--- src/rtl/interrupt_controller_if.sv ---
// Signal bundle between the control FSM and the interrupt controller.
// The master side is the control path (and board I/O driving the IRQ lines),
// the slave side is the interrupt controller itself.
interface interrupt_controller_if #(
  parameter int N_IRQ = 8,
  parameter int ID_W  = 3,
  parameter int VEC_W = 16
);
  logic [N_IRQ-1:0] HardwareInterrupt;
  logic             MaskWrite;
  logic [N_IRQ-1:0] MaskData;
  logic             InstrBoundary;
  logic             InterruptAck;
  logic             InterruptReturn;
  logic             InterruptTrue;
  logic             EPCWrite;
  logic [ID_W-1:0]  IntId;
  logic [VEC_W-1:0] IntVector;
  logic [N_IRQ-1:0] Pending;
  logic [N_IRQ-1:0] Mask;
  logic [N_IRQ-1:0] Flipped;

  modport master (
    output HardwareInterrupt, MaskWrite, MaskData, InstrBoundary,
           InterruptAck, InterruptReturn,
    input  InterruptTrue, EPCWrite, IntId, IntVector, Pending, Mask, Flipped
  );

  modport slave (
    input  HardwareInterrupt, MaskWrite, MaskData, InstrBoundary,
           InterruptAck, InterruptReturn,
    output InterruptTrue, EPCWrite, IntId, IntVector, Pending, Mask, Flipped
  );
endinterface

--- src/rtl/interrupt_controller.sv ---
// Interrupt controller for the multicycle control path: synchronises and
// edge-detects the IRQ lines, keeps them pending, masks and priority-encodes
// them (lowest index wins) and hands one request at a time to the control
// FSM at instruction boundaries. No nesting: a new request is only raised
// after the handler has executed its return.
module interrupt_controller #(
  parameter int               N_IRQ      = 8,
  parameter int               ID_W       = 3,
  parameter int               VEC_W      = 16,
  parameter logic [VEC_W-1:0] BASE_VEC   = 16'h0F00,
  parameter logic [VEC_W-1:0] VEC_STRIDE = 16'h0010,
  parameter logic [N_IRQ-1:0] MASK_RST   = '1
) (
  input  logic                  CLK,
  input  logic                  RESET_N,
  interrupt_controller_if.slave io_bus
);

  typedef enum logic [1:0] {
    S_IDLE    = 2'd0,
    S_REQ     = 2'd1,
    S_SERVICE = 2'd2
  } state_t;

  state_t           r_state;
  state_t           w_state_next;

  logic [N_IRQ-1:0] r_sync1;
  logic [N_IRQ-1:0] r_sync2;
  logic [N_IRQ-1:0] r_prev;
  logic [N_IRQ-1:0] r_pending;
  logic [N_IRQ-1:0] r_mask;
  logic [ID_W-1:0]  r_int_id;

  logic [N_IRQ-1:0] w_edge;
  logic [N_IRQ-1:0] w_elig;
  logic [N_IRQ-1:0] w_clr;
  logic [N_IRQ-1:0] w_flipped;
  logic [ID_W-1:0]  w_win_id;
  logic             w_any;
  logic             w_take;
  logic             w_ack_fire;
  logic [VEC_W-1:0] w_vector;

  // Rising edge of each synchronised line, one cycle wide.
  assign w_edge     = r_sync2 & ~r_prev;
  assign w_elig     = r_pending & r_mask;
  assign w_any      = |w_elig;
  assign w_take     = (r_state == S_IDLE) && io_bus.InstrBoundary && w_any;
  assign w_ack_fire = (r_state == S_REQ) && io_bus.InterruptAck;
  // Only the ID being acknowledged is cleared; an edge in the same cycle wins.
  assign w_clr      = w_ack_fire ? (N_IRQ'(1) << r_int_id) : '0;
  assign w_vector   = BASE_VEC + VEC_W'(r_int_id) * VEC_STRIDE;

  // Two-flop synchroniser plus previous-value flop for edge detection.
  always_ff @(posedge CLK or negedge RESET_N) begin
    if (!RESET_N) begin
      r_sync1 <= '0;
      r_sync2 <= '0;
      r_prev  <= '0;
    end else begin
      r_sync1 <= io_bus.HardwareInterrupt;
      r_sync2 <= r_sync1;
      r_prev  <= r_sync2;
    end
  end

  // Pending requests: set by edges regardless of mask, cleared on acceptance.
  always_ff @(posedge CLK or negedge RESET_N) begin
    if (!RESET_N) begin
      r_pending <= '0;
    end else begin
      r_pending <= (r_pending & ~w_clr) | w_edge;
    end
  end

  // Enable mask, loaded directly from the bus.
  always_ff @(posedge CLK or negedge RESET_N) begin
    if (!RESET_N) begin
      r_mask <= MASK_RST;
    end else if (io_bus.MaskWrite) begin
      r_mask <= io_bus.MaskData;
    end
  end

  // Lowest eligible index has the highest priority.
  always_comb begin
    w_win_id = '0;
    for (int i = N_IRQ - 1; i >= 0; i--) begin
      if (w_elig[i]) begin
        w_win_id = ID_W'(i);
      end
    end
  end

  // The granted ID is latched on entry to REQ and frozen until the next grant.
  always_ff @(posedge CLK or negedge RESET_N) begin
    if (!RESET_N) begin
      r_int_id <= '0;
    end else if (w_take) begin
      r_int_id <= w_win_id;
    end
  end

  // FSM state register.
  always_ff @(posedge CLK or negedge RESET_N) begin
    if (!RESET_N) begin
      r_state <= S_IDLE;
    end else begin
      r_state <= w_state_next;
    end
  end

  // FSM next-state: ack only matters in REQ, return only in SERVICE.
  always_comb begin
    w_state_next = r_state;
    case (r_state)
      S_IDLE:    if (w_take) w_state_next = S_REQ;
      S_REQ:     if (io_bus.InterruptAck) w_state_next = S_SERVICE;
      S_SERVICE: if (io_bus.InterruptReturn) w_state_next = S_IDLE;
      default:   w_state_next = S_IDLE;
    endcase
  end

  // Bit-reversed pending vector for the LED bank.
  generate
    for (genvar gi = 0; gi < N_IRQ; gi++) begin : g_flip
      assign w_flipped[gi] = r_pending[N_IRQ-1-gi];
    end
  endgenerate

  assign io_bus.InterruptTrue = (r_state == S_REQ);
  assign io_bus.EPCWrite      = w_ack_fire;
  assign io_bus.IntId         = r_int_id;
  assign io_bus.IntVector     = w_vector;
  assign io_bus.Pending       = r_pending;
  assign io_bus.Mask          = r_mask;
  assign io_bus.Flipped       = w_flipped;

endmodule

--- src/flat_wrapper.sv ---
// flat-port wrapper written by rule: the top's interface ports become plain ports
module interrupt_controller_flat 
#(
  parameter int               N_IRQ      = 8,
  parameter int               ID_W       = 3,
  parameter int               VEC_W      = 16,
  parameter logic [VEC_W-1:0] BASE_VEC   = 16'h0F00,
  parameter logic [VEC_W-1:0] VEC_STRIDE = 16'h0010,
  parameter logic [N_IRQ-1:0] MASK_RST   = '1
)
  (CLK, RESET_N, io_bus_HardwareInterrupt, io_bus_MaskWrite, io_bus_MaskData, io_bus_InstrBoundary, io_bus_InterruptAck, io_bus_InterruptReturn, io_bus_InterruptTrue, io_bus_EPCWrite, io_bus_IntId, io_bus_IntVector, io_bus_Pending, io_bus_Mask, io_bus_Flipped);
  interrupt_controller_if #(.N_IRQ(N_IRQ), .ID_W(ID_W), .VEC_W(VEC_W)) io_bus_i ();
  input  logic CLK;
  input  logic RESET_N;
  input wire logic [$bits(io_bus_i.HardwareInterrupt)-1:0] io_bus_HardwareInterrupt;
  input wire logic [$bits(io_bus_i.MaskWrite)-1:0] io_bus_MaskWrite;
  input wire logic [$bits(io_bus_i.MaskData)-1:0] io_bus_MaskData;
  input wire logic [$bits(io_bus_i.InstrBoundary)-1:0] io_bus_InstrBoundary;
  input wire logic [$bits(io_bus_i.InterruptAck)-1:0] io_bus_InterruptAck;
  input wire logic [$bits(io_bus_i.InterruptReturn)-1:0] io_bus_InterruptReturn;
  output wire logic [$bits(io_bus_i.InterruptTrue)-1:0] io_bus_InterruptTrue;
  output wire logic [$bits(io_bus_i.EPCWrite)-1:0] io_bus_EPCWrite;
  output wire logic [$bits(io_bus_i.IntId)-1:0] io_bus_IntId;
  output wire logic [$bits(io_bus_i.IntVector)-1:0] io_bus_IntVector;
  output wire logic [$bits(io_bus_i.Pending)-1:0] io_bus_Pending;
  output wire logic [$bits(io_bus_i.Mask)-1:0] io_bus_Mask;
  output wire logic [$bits(io_bus_i.Flipped)-1:0] io_bus_Flipped;
  assign io_bus_i.HardwareInterrupt = io_bus_HardwareInterrupt;
  assign io_bus_i.MaskWrite = io_bus_MaskWrite;
  assign io_bus_i.MaskData = io_bus_MaskData;
  assign io_bus_i.InstrBoundary = io_bus_InstrBoundary;
  assign io_bus_i.InterruptAck = io_bus_InterruptAck;
  assign io_bus_i.InterruptReturn = io_bus_InterruptReturn;
  assign io_bus_InterruptTrue = io_bus_i.InterruptTrue;
  assign io_bus_EPCWrite = io_bus_i.EPCWrite;
  assign io_bus_IntId = io_bus_i.IntId;
  assign io_bus_IntVector = io_bus_i.IntVector;
  assign io_bus_Pending = io_bus_i.Pending;
  assign io_bus_Mask = io_bus_i.Mask;
  assign io_bus_Flipped = io_bus_i.Flipped;
  interrupt_controller #(.N_IRQ(N_IRQ), .ID_W(ID_W), .VEC_W(VEC_W), .BASE_VEC(BASE_VEC), .VEC_STRIDE(VEC_STRIDE), .MASK_RST(MASK_RST)) u_core (.CLK(CLK), .RESET_N(RESET_N), .io_bus(io_bus_i));
endmodule
--- config.mk ---
export PLATFORM = sky130hd
export DESIGN_NAME = interrupt_controller_flat
export DESIGN_NICKNAME = d
export VERILOG_FILES = /design/src/rtl/interrupt_controller_if.sv /design/src/rtl/interrupt_controller.sv /design/src/flat_wrapper.sv
export SDC_FILE = /design/constraint.sdc
export NUM_CORES = 1
export LEC_CHECK = 0
export ABC_CLOCK_PERIOD_IN_PS = 1150
export CAP_MARGIN = 5
export CORE_MARGIN = 1.5
export CORE_UTILIZATION = 30
export DETAILED_ROUTE_END_ITERATION = 6
export PLACE_DENSITY_LB_ADDON = 0.12
export SLEW_MARGIN = 40
export SYNTH_ARGS = -nofsm -noshare
export SYNTH_HDL_FRONTEND = slang
export SYNTH_SLANG_ARGS = --single-unit
--- constraint.sdc ---
create_clock -name CLK -period 1.15 [get_ports CLK]
set_input_delay 0.23 -clock CLK [delete_from_list [all_inputs] [get_ports CLK]]
set_output_delay 0.23 -clock CLK [all_outputs]
set_load 0.1 [all_outputs]
==> results of run 1 <==
[repair_timing]
item,CTS,global route
resized for setup,39,9
endpoints found under the setup margin,44,45
pin swaps,14,6
cloned,0,0
endpoints found under the hold margin,37,0
hold buffers,1,0
buffers inserted,21,5
[logic make-up (layout without fill, tap and decap cells)]
logic type | count (synthesis) | count (layout) | share of synthesized area (%)
and+or+nand+nor | 20 | 20 | 6.62
AOI/OAI and AO/OA | 30 | 30 | 10.5
buffers and inverters | 35 | 118 | 12.7
muxes | 8 | 8 | 5.12
DFF | 45 | 45 | 64.6
other | 2 | 13 | 0.427
[through the flow]
stage / total power, uW / hold slack (ps) / instance area, um^2 / std cells / setup WS (ps)
after floorplan: 5300 / -65.6 / 1940 / 151 / -265
after global placement: 6910 / 220 / 2830 / 272 / -282
after detailed placement: 6980 / 225 / 2830 / 272 / -372
after CTS: 8840 / 352 / 3240 / 302 / -324
after global routing: 9300 / 355 / 3320 / 306 / -386
final: 9010 / 353 / 3320 / 306 / -348
[worst max-delay path, stage by stage (launching register included)]
cell and delay [ps]:
dfrtp_1 410, or2b_1 290, clkinvlp_4 100, buf_12 160
[layer usage]
| layer | up-vias | track usage, % | part of all wire, % |
|---|---|---|---|
| met2 | 51 | 24.7 | 53 |
| met1 | 643 | 15.1 | 39 |
| met4 | 0 | 5.79 | 1.2 |
| met3 | 6 | 3.89 | 6.7 |
| met5 | - | 0 | 0 |
| li1 | 616 | - | - |
[registers in the layout, summed over array words and instances, names as in the netlist]
register / flops
u_core.io_bus.IntId: 3
u_core.io_bus.Mask: 8
u_core.io_bus.Pending: 8
u_core.r_prev: 8
u_core.r_state: 2
u_core.r_sync1: 8
u_core.r_sync2: 8
[cell usage in the layout, fill, tap and decap left out, types with 2 or more instances in the layout]
cell type | Yosys | routed
a21oi_1 | 4 | 4
a22oi_2 | 0 | 4
a32o_1 | 2 | 2
buf_12 | 0 | 35
buf_4 | 24 | 22
buf_6 | 0 | 21
clkbuf_8 | 0 | 5
clkdlybuf4s50_1 | 0 | 20
conb_1 | 2 | 13
dfrtp_1 | 37 | 26
dfrtp_4 | 0 | 11
dfstp_4 | 0 | 8
inv_1 | 10 | 9
inv_6 | 0 | 2
mux2_2 | 8 | 8
nand2_1 | 9 | 6
nand2_2 | 1 | 3
nand2b_4 | 0 | 2
o21ai_1 | 3 | 10
o21ai_2 | 0 | 5
[power by group]
part	switching (uW)	total, uW	internal [uW]
clock	542	1200	662
sequential	235	2160	1920
combinational	3420	5650	2220
total	4200	9010	4810
[cell type report]
class                   instances  area [um^2]
clock buffers                   5         68.8
clock inverters                 3         47.5
fillers                       444         2260
inverters                      10         41.3
multi-input cells              71          544
flip-flops and latches         45         1210
well taps                      72         90.1
repair buffers                100         1320
[final timing paths]
| path | end | slack, ps | depth (start not counted) |
|---|---|---|---|
| worst max-delay path | io_bus_InterruptTrue | -350 | 3 |
| worst max register to register | u_core.r_state[0] | -250 | 5 |
| max in group asynchronous | u_core.io_bus.Mask[1] | 460 | 3 |
| worst min-delay path | u_core.r_sync2[1] | 350 | 0 |
| worst min register to register | u_core.r_sync2[1] | 350 | 0 |
| min in group asynchronous | u_core.r_sync1[2] | 430 | 3 |
==> results.toml, run 1 <==
[sta]
rsz0062_at_grt = "true"
setup_ws_ps = -348
min_period_ps = 1500
report.final.slew_viol_count = 0
finalSetupViolCount = 45
timing.final.crit_share_pct = 130
fin_tns_setup_ps = -8000
worst_clock_skew_ps = 7.07
fmax_mhz = 668
hold_violations = 0

[floorplanning]
die_h_um = 79.6
dieArea_mm2 = 0.00633
ios = 67
die_x_um = 79.6
std_cell_rows = 27
core_area_mm2 = 0.00557
initial_core_util_pct = 31.5

[outcome]
violations = "setup timing"
status = "finished, violations left"

[global_routing]
grt_pass1_vias = 1354
grtUsageTotal_pct = 13.8
grt_pass1_wl_um = 6530
antenna_found_initial = 0
grt-ovfl-total = 0
grt_start_max_net_pins = 46

[placement]
globalplace.congestion = 0.872
dp_hpwl_um = 2840
port_buffers = 53

[worst_setup_path]
cp_max_fo = 3
reg2reg_from = "u_core.io_bus.Pending[3]"
cp-start-kind = "flop"
cp_data_required_time_ps = 920
end_kind = "output port"
crit_type = "reg -> out"
worstPathArrival_ps = 1270
worstSetupStartpoint = "u_core.r_state[1]"

[routing]
firstDrtPassIters = 5
wire_per_inst_um = 13.8
antenna_left = 0
num_vias = 1316
drt-total-wl_um = 4210
drc = 0
drt_iter0_drc = 29
routed_via_density = 4.30

[worst_hold_path]
hp-class = "reg -> reg"
hold_start = "u_core.r_sync1[1]"

[logic_synthesis]
ys_types = 27
syn-cell-area_mm2 = 0.00176
syn-instance-count = 140
synth.area.top_cells = "dfrtp_1 (53%), dfstp_2 (12%), buf_4 (10%), mux2_2 (5.1%), o21ai_0 (3.7%)"
synth_ff_type = "dfrtp_1"
yosysWarnings = 0
synth-seq-cells = 45
synth-edff-count = 0
synthArstFlopShare_pct = 100
yosysSeqAreaShare_pct = 64.6
synth_most_common_cell = "dfrtp_1"
synthTopCellsByCount = "dfrtp_1 (37), buf_4 (24), o21ai_0 (13), inv_1 (10), nand2_1 (9)"
synthDominantCellAreaShare_pct = 52.7
yosys.area.top_type = "dfrtp_1"
avgSynthCellArea_um2 = 12.6

[power_and_ir_drop]
cellLeakagePower_uw = 0.00146
ir_worst_vdd_mv = 1.35
cellPowerDensity_mw_per_mm2 = 2720

[cells_and_area]
fin_nets = 255
area_delta_synth_final_pct = 88.7
antenna_cells = 0
utilization_pct = 59.5
layout-drive-gt1-share_pct = 58.1

[clock_tree]
htreeDepth = 2
clock_path_buffers = 2
clkSlewWorstSetupHoldPaths_ps = 80
cts_tree = "built"
clock-sinks = 45
clk_latency_ps = 300
clockRootBuffer = "clkbuf_8"
cts_buffers = 5

[flow_run]
max-cap-violations = 0
Note: power is estimated with default switching activity, not from simulation.
==> inputs of run 2 (changes only) <==
MAX_ROUTING_LAYER = met4   (was unset)
==> run 2 against run 1 <==
Count of clock-buffer cells in the layout unchanged. Largest cell class unchanged. The flow still finishes with violations (setup timing). Die area stayed put. Clock skew barely moved. Combinational power is essentially flat. Global-route usage increased by 0.43 points. Sequential power about the same. Clock power barely moved.
==> results.toml, run 2 (synthesis gave the netlist of run 1 again) <==
[clock_tree]
htreeDepth = 2
clock_path_buffers = 2
cts_tree = "built"
clock-sinks = 45
clkSlewWorstSetupHoldPaths_ps = 80
clockRootBuffer = "clkbuf_8"
clk_latency_ps = 300
cts_buffers = 5

[power_and_ir_drop]
pwr-share-clk_pct = 13.4
power_uw = 9020
netSwitchingFraction_pct = 46.7
p_int_uw = 4810
cellLeakagePower_uw = 0.00146
p_seq_share_pct = 23.9
ir_worst_vdd_mv = 1.35
p_switching_uw = 4210
p_comb_share_pct = 62.7
cellPowerDensity_mw_per_mm2 = 2720

[sta]
finalSetupViolCount = 45
min_period_ps = 1510
worst_clock_skew_ps = 7.14
report.final.slew_viol_count = 0
fin_tns_setup_ps = -8170
timing.final.crit_share_pct = 131
setup_ws_ps = -359
fmax_mhz = 663
rsz0062_at_grt = "true"
hold_violations = 0

[floorplanning]
initial_core_util_pct = 31.5
dieArea_mm2 = 0.00633
std_cell_rows = 27
die_h_um = 79.6
core_area_mm2 = 0.00557
die_x_um = 79.6
ios = 67

[worst_setup_path]
cp_slowest_cell = "dfrtp_1"
max_stage_delay_ps = 420
cp_max_fo = 3
crit_type = "reg -> out"
cp-start-kind = "flop"
cp_data_required_time_ps = 920
cp_cell_sequence = "or2b_1 > clkinvlp_4 > buf_12"
end_kind = "output port"
worstPathArrival_ps = 1280

[global_routing]
grt_pass1_vias = 1354
grt_start_max_net_pins = 46
grtUsageTotal_pct = 14.2
grt-ovfl-total = 0
grt_pass1_wl_um = 6560
antenna_found_initial = 0

[routing]
antenna_left = 0
routed_via_density = 4.36
drc = 0
firstDrtPassIters = 4
drt-total-wl_um = 4220
drt_iter0_drc = 25
num_vias = 1333
wire_per_inst_um = 13.8

[cells_and_area]
final_common_cell = "buf_12"
fillers = 444
fin_area_mm2 = 0.00332
antenna_cells = 0
area_delta_synth_final_pct = 88.7
layout_common_cells = "buf_12 (35), dfrtp_1 (26), buf_4 (22)"
fin_nets = 255
layout-drive-gt1-share_pct = 58.1
finalNonFillerCells = 306

[placement]
dp_hpwl_um = 2840
place_inst = 272
post_dp_cell_area_mm2 = 0.00283
globalplace.congestion = 0.886
pre_cts_ws_ps = -372
port_buffers = 53

[worst_hold_path]
hp-class = "reg -> reg"

[flow_run]
max-cap-violations = 0

[outcome]
violations = "setup timing"
status = "finished, violations left"
-- run 2: cell counts in the layout (fill, tap and decap cells not counted) --
Identical to the previous run, type by type.
-- run 2: what timing repair did --
action,CTS,global route
endpoints found under the setup margin,44,45
gates resized for setup,39,9
pin swaps,14,6
hold endpoints to repair,37,0
setup buffers,21,5
hold buffers,1,0
-- run 2: final timing paths --
path                            cells after the start                    end                startpoint  slack, ps
worst max-delay path                                3   io_bus_InterruptTrue         u_core.r_state[1]       -360
worst min-delay path                                0      u_core.r_sync2[1]         u_core.r_sync1[1]        350
worst max register to register                      5      u_core.r_state[0]  u_core.io_bus.Pending[3]       -250
worst min register to register                      0      u_core.r_sync2[1]         u_core.r_sync1[1]        350
max in group asynchronous                           3  u_core.io_bus.Mask[1]                   RESET_N        460
min in group asynchronous                           3      u_core.r_sync1[2]                   RESET_N        420
-- run 2: final cells by class --
cell class / count / area [um^2] / area share [%]
sequential: 45 / 1210 / 36.4
multi-input combinational: 71 / 544 / 16.4
inverter: 10 / 41.3 / 1.24
timing repair buffer: 100 / 1320 / 39.7
clock inverter: 3 / 47.5 / 1.43
clock buffer: 5 / 68.8 / 2.07
tap: 72 / 90.1 / 2.72
-- run 2: power by group through the flow --
stage / combinational [uW] / sequential (uW) / clock, uW
after floorplan: 2000 / 3300 / 0
after global placement: 4690 / 2230 / 0
after detailed placement: 4720 / 2250 / 0
after CTS: 5450 / 2140 / 1240
after global routing: 5810 / 2180 / 1310
final: 5650 / 2160 / 1210
-- run 2: stage by stage --
stage	hold WS (ps)	utilization, %
floorplan	-65.6	-
global placement	220	50.8
detailed placement	225	50.8
CTS	352	58.2
global route	355	59.5
finish	353	59.5
-- run 2: worst max-delay path, delay by kind of cell (launching register included) --
kind	cells	cell delay (ps)
simple gates	1	290
buf+inv	2	260
flops	1	420
-- run 2: per-layer routing --
metal | track usage [%] | up-vias | wire length, um
met4 | 5.79 | 0 | 67
met3 | 3.89 | 8 | 278
met5 | - | - | 0
li1 | - | 616 | -
met1 | 15.1 | 656 | 1630
met2 | 24.8 | 53 | 2240
